File: src/rtl/cby_param_ccff.sv
// rtl/cby_param_ccff.sv - Y-channel connection block with scan-chain configured ipin muxes
module cby_param_ccff #(
    parameter int CHAN_W    = 9,
    parameter int NUM_IPIN  = 11,
    parameter int FC_TRACKS = 3,
    parameter int STRIDE    = 4
) (
    input  logic                prog_clk,
    input  logic                pReset,
    input  logic                ccff_en,
    input  logic                ccff_head,
    input  logic [0:CHAN_W-1]   chany_bottom_in,
    input  logic [0:CHAN_W-1]   chany_top_in,
    output logic [0:CHAN_W-1]   chany_top_out,
    output logic [0:CHAN_W-1]   chany_bottom_out,
    output logic [NUM_IPIN-1:0] grid_pin,
    output logic                ccff_tail,
    output logic                cfg_done
);

    localparam int MUX_N     = 2 * FC_TRACKS;
    localparam int SEL_W     = $clog2(MUX_N);
    localparam int CFG_BITS  = NUM_IPIN * SEL_W;
    localparam int CNT_W     = $clog2(CFG_BITS + 1);
    localparam int MUX_SLOTS = 1 << SEL_W;
    localparam logic [CNT_W-1:0] CNT_MAX  = CNT_W'(CFG_BITS);
    localparam logic [CNT_W-1:0] CNT_LAST = CNT_W'(CFG_BITS - 1);

    logic [CFG_BITS-1:0] cfg;
    logic [CNT_W-1:0]    shift_cnt;

    assign chany_top_out    = chany_bottom_in;
    assign chany_bottom_out = chany_top_in;

    // Chain keeps shifting after done so instances further down can still load.
    always_ff @(posedge prog_clk) begin
        if (pReset) begin
            cfg       <= '0;
            shift_cnt <= '0;
            cfg_done  <= 1'b0;
        end else if (ccff_en) begin
            cfg <= {cfg[CFG_BITS-2:0], ccff_head};
            if (shift_cnt != CNT_MAX)
                shift_cnt <= shift_cnt + 1'b1;
            if (shift_cnt == CNT_LAST)
                cfg_done <= 1'b1;
        end
    end

    assign ccff_tail = cfg[CFG_BITS-1];

    for (genvar k = 0; k < NUM_IPIN; k++) begin : g_ipin
        logic [MUX_SLOTS-1:0] mux_in;
        logic [SEL_W-1:0]     sel;

        assign sel = cfg[k*SEL_W +: SEL_W];

        // Unused select codes map to constant-zero slots.
        for (genvar i = 0; i < MUX_SLOTS; i++) begin : g_slot
            localparam int TAP = (k + (i / 2) * STRIDE) % CHAN_W;
            if (i >= MUX_N) begin : g_zero
                assign mux_in[i] = 1'b0;
            end else if (i % 2 == 0) begin : g_bot
                assign mux_in[i] = chany_bottom_in[TAP];
            end else begin : g_top
                assign mux_in[i] = chany_top_in[TAP];
            end
        end

        assign grid_pin[k] = cfg_done & mux_in[sel];
    end

endmodule

File: config.mk
export PLATFORM = sky130hd
export DESIGN_NAME = cby_param_ccff
export DESIGN_NICKNAME = d
export VERILOG_FILES = /design/src/rtl/cby_param_ccff.sv
export SDC_FILE = /design/constraint.sdc
export NUM_CORES = 1
export LEC_CHECK = 0
export CORE_UTILIZATION = 55
export DETAILED_ROUTE_END_ITERATION = 10
export DONT_BUFFER_PORTS = 1
export GPL_ROUTABILITY_DRIVEN = 0
export PLACE_DENSITY = 0.76
export SYNTH_ARGS = -nofsm -noshare
export SYNTH_HDL_FRONTEND = slang
export SYNTH_SLANG_ARGS = --single-unit
File: constraint.sdc
create_clock -name prog_clk -period 2.74 [get_ports prog_clk]
set_input_delay 0.137 -clock prog_clk [delete_from_list [all_inputs] [get_ports prog_clk]]
set_output_delay 0.137 -clock prog_clk [all_outputs]
set_load 0.01 [all_outputs]
# Word-level counts from Yosys, hierarchy flattened
# Index checks and enable logic that the tools add are counted.
dict set report totals {
  ff_bits 40
  in_bits 22
}
dict set report op_classes {
  addsub 1
  order_cmp 11
  n_eq_ne 2
  mux 22
  bitwise 11
  n_reduce_logical 2
}
# operator count
set op_table {}
lappend op_table {{3-bit by 4-bit < comparator with 1-bit output, second input constant} 11}
lappend op_table {{1-bit binary-select mux with 3-bit select} 11}
lappend op_table {{1-bit bitwise AND} 11}
lappend op_table {{1-bit 2-to-1 mux} 11}
lappend op_table {{6-bit by 1-bit adder with 6-bit output, second input constant} 1}
lappend op_table {{6-bit == test, second input constant} 1}
lappend op_table {{6-bit inequality test, second input constant} 1}
lappend op_table {{2-bit AND reduction} 2}

# Depth between registers and ports, before layout
dict set report logic_depth {
  word_depth 3
  depth_mapped 5
  depth_no_buf 5
}

# Least setup slack after synthesis
# No wires, ideal clock.
dict set report synth_timing {
  path_kind {register -> output}
  from {reg cfg[30]}
  to {out grid_pin[10]}
  arrival_time_ns 1.210
  t_required_ns 2.603
  setup_slack_ns 1.393
  stages_incl_launch_ff 4
  n_path_buf 0
  cell_sequence {dfxtp_1 > mux4_2 > nor2b_1 > o21a_1}
}
dict set report synth_via {
  elab_chain_cells 3
}
# element line
set synth_lines {}
lappend synth_lines {{start, declared} 29} ;# logic [CFG_BITS-1:0] cfg;
lappend synth_lines {{start signal, assigned} 42} ;# cfg <= {cfg[CFG_BITS-2:0], ccff_head};
lappend synth_lines {{1-bit binary-select mux with 3-bit select} 70} ;# assign grid_pin[k] = cfg_done & mux_in[sel];
lappend synth_lines {{1-bit 2-to-1 mux (implied by the code)} 70}
lappend synth_lines {{1-bit bitwise AND} 70}
lappend synth_lines {{end, declared} 16} ;# output logic [NUM_IPIN-1:0] grid_pin,
# No other way between the ends. The select of a mux whose other input is x is not followed.

# Final worst setup path
dict set report layout_timing {
  from {reg cfg_done}
  to {out grid_pin[7]}
}
dict set report layout_via {
  elab_chain_cells 1
}
# element line
set layout_lines {}
lappend layout_lines {{start, declared} 18} ;# output logic cfg_done
lappend layout_lines {{start signal, assigned} 40} ;# cfg_done <= 1'b0;
lappend layout_lines {{start signal, assigned} 46} ;# cfg_done <= 1'b1;
lappend layout_lines {{1-bit bitwise AND} 70}
# No other way between the ends.

==> impl_results.md <==
* First-pass GRT wire length at 7.60 mm
* Initial Util at 59.3%
* Synth-to-Final Area Change at -1.01%
* Slew headroom at 40.5%
* Sw Share at 23.1%
* Final WL at 4.65 mm
* Worst hold slack at 0.00686 ns
* Clock Latency Late Sink at 0.29 ns
* Max_cap viols at 0
* Setup total negative slack at 0 ns
* Clock share of power at 34.2%
* Most common cell after layout, fill and taps aside: mux2i_1
* Int Pwr at 815 uW
* Switching power at 245 uW
* Synth warn at 0
* Fin crit period at 1.92 ns
* HPWL after detailed placement at 3.30 mm
* Slowest CP cell: dfxtp_1
* CP Cell Sequence: nand2_1 > o31ai_1
* Initial DRT Pass Iterations at 4
* Period Utilization, post-route at 70.1%
* Largest net degree at the start of global routing at 44
* Yosys cell types at 26
* Detail-routed via count per cell at 6.31
* Combinational share of power at 8.4%
* Filler cell count at 306
* Kind of critical path: flop to primary output
* Final ANT Viol Nets at 0
* Slew Viols, Final at 0
* Initial antenna violation count at 0
* Gr usage total at 23.8%
* Layout cells sized above 1 at 9.36%
* Final Hold Viols at 0
* Final Setup Violations at 0
* Hold/Removal Path Class: input port to flop
* Seq/Total Area, Yosys at 35.8%
* Cell Count, Final, Fillers Out at 251
* Mean post-synth cell area at 9.98 um^2
* RSZ-0062 raised after global routing: no
* Hold path depth at 2
* Num CTS Buffers at 5
* Total die area at 4320 um^2
* Core Util, Final at 58.7%
* Fmax at 520 MHz
* Status: completed
* Post-synthesis net count at 249
* Crit path DAT at 1.78 ns
* Reg2reg path depth at 4
* Seq cells post-synth at 40
* Most frequent cells in the layout: mux2i_1, dfxtp_1, nor2_1
* Core box area at 3770 um^2
* Synth Instances at 224
* Clock transition at path regs at 0.07 ns
* Placed Cells at 242
* Worst-Margin Slew at 0.891 ns
* CP max FO at 23
* Worst Skew at 0.00615 ns
* Rows at 22
* Leak at 0.796 nW
* Die Ht at 65.7 um
* Post-CTS Resized at 0
* CP startpoint kind: flop
* DRT iter0 DRCs at 162
* CTS tree: yes
* CTS max path bufs at 2
* Postcts setup bufs at 0
* Vias in the first global route at 1618
* Wirelength per Cell at 18.5 um
* Root Driver: clkbuf_8
* Number of antenna cells inserted at 0
* Cts hold-fix bufs at 2
* Slowest stage delay, CP at 0.91 ns
* Global route total overflow at 0
* Cell area power density at 479 nW/um^2
* Mapped cell area at 2230 um^2
* Required @ worst endpoint at 2.60 ns
* # DRC at 0
* CP Capture Type: primary output
* Die Wd at 65.7 um
* H-tree depth at 2
* IO Pins at 53
* Vias after detailed routing at 1584
* Port buffer count at 0
* Final net count at 228
* Peak supply drop at 332 uV
* Clock tree sinks at 40
* Reg power frac at 57.3%
## power groups by stage
stage | Sequential (mW) | Clock (mW) | Combinational, mW
CTS | 0.607 | 0.376 | 0.0900
detailed placement | 0.621 | 0 | 0.0769
finish | 0.608 | 0.363 | 0.0892
floorplan | 0.616 | 0 | 0.115
global route | 0.609 | 0.402 | 0.0986
global placement | 0.618 | 0 | 0.0706
## layout make-up
type / instances / area [um^2] / area share [%]
Sequential cell: 40 / 801 / 36.2
Clock buffer: 6 / 72.6 / 3.28
Timing Repair Buffer: 2 / 30.0 / 1.36
Tap cell: 48 / 60.1 / 2.71
Clock inverter: 1 / 5.00 / 0.226
Multi-Input combinational cell: 152 / 1240 / 55.9
Inverter: 2 / 7.51 / 0.339
## kinds of logic after synthesis
group,after synthesis,synth area share [%]
simple gates,72,15.7
buf+inv,32,8.85
fa+ha+maj,3,1.68
compound gates,20,6.38
mux,55,30.8
xor+xnor,2,0.784
flops,40,35.8
## path summary, 6_finish.rpt
path	startpoint	endpoint	slack (ns)
setup / recovery	cfg_done	grid_pin[7]	0.82
hold / removal	ccff_head	cfg[0]	0.007
setup reg to reg	shift_cnt[0]	shift_cnt[1]	1.45
hold reg to reg	shift_cnt[5]	shift_cnt[5]	0.49
## metal layers
metal	vias to the layer above	GRT usage, %	wire [um]
met3	12	6.42	316
li1	744	-	-
met5	-	5.56	0
met4	0	13.6	106
met2	61	38.8	2330
met1	767	27.6	1900
## flip-flops by register name (all words and copies together), names as in the netlist
register and cells:
cfg 33, cfg_done 1, shift_cnt 6
## synthesized netlist by cell type
cell      instances  share of area (%)
or3_1             1               0.28
clkbuf_1          1               0.17
a31oi_1           3               0.84
xor2_1            2               0.78
nand4b_1          2               0.78
dfxtp_1          40                 36
o31ai_1          10                3.4
nand2_1          15                2.5
a211o_1           1               0.39
mux4_2           11                 11
nor2b_1           1               0.28
nor2_1           37                6.2
ha_1              3                1.7
nand4_1           2               0.56
mux2i_1          44                 20
o21ai_0           1               0.22
nor3b_1           3                1.0
inv_1             2               0.34
nor4b_2           1               0.67
buf_4            18                6.0
buf_2             8                1.8
nand3b_1         10                3.4
o21a_1            1               0.34
buf_1             3               0.50
a21oi_1           2               0.45
o311ai_0          2               0.78
## metrics by stage
stage	total power, mW	area (um^2)	setup slack (ns)
global placement	0.689	2100	1.22
CTS	1.07	2210	0.806
floorplan	0.731	2230	1.39
finish	1.06	2210	0.819
detailed placement	0.698	2100	1.13
global route	1.11	2210	0.708
## critical path: cells and delay by family (launching register included)
family,cells,cell delay [ns]
and+or+nand+nor,1,0.12
DFF,1,0.91
AOI/OAI and AO/OA,1,0.46
(Power assumes the default switching activity.)
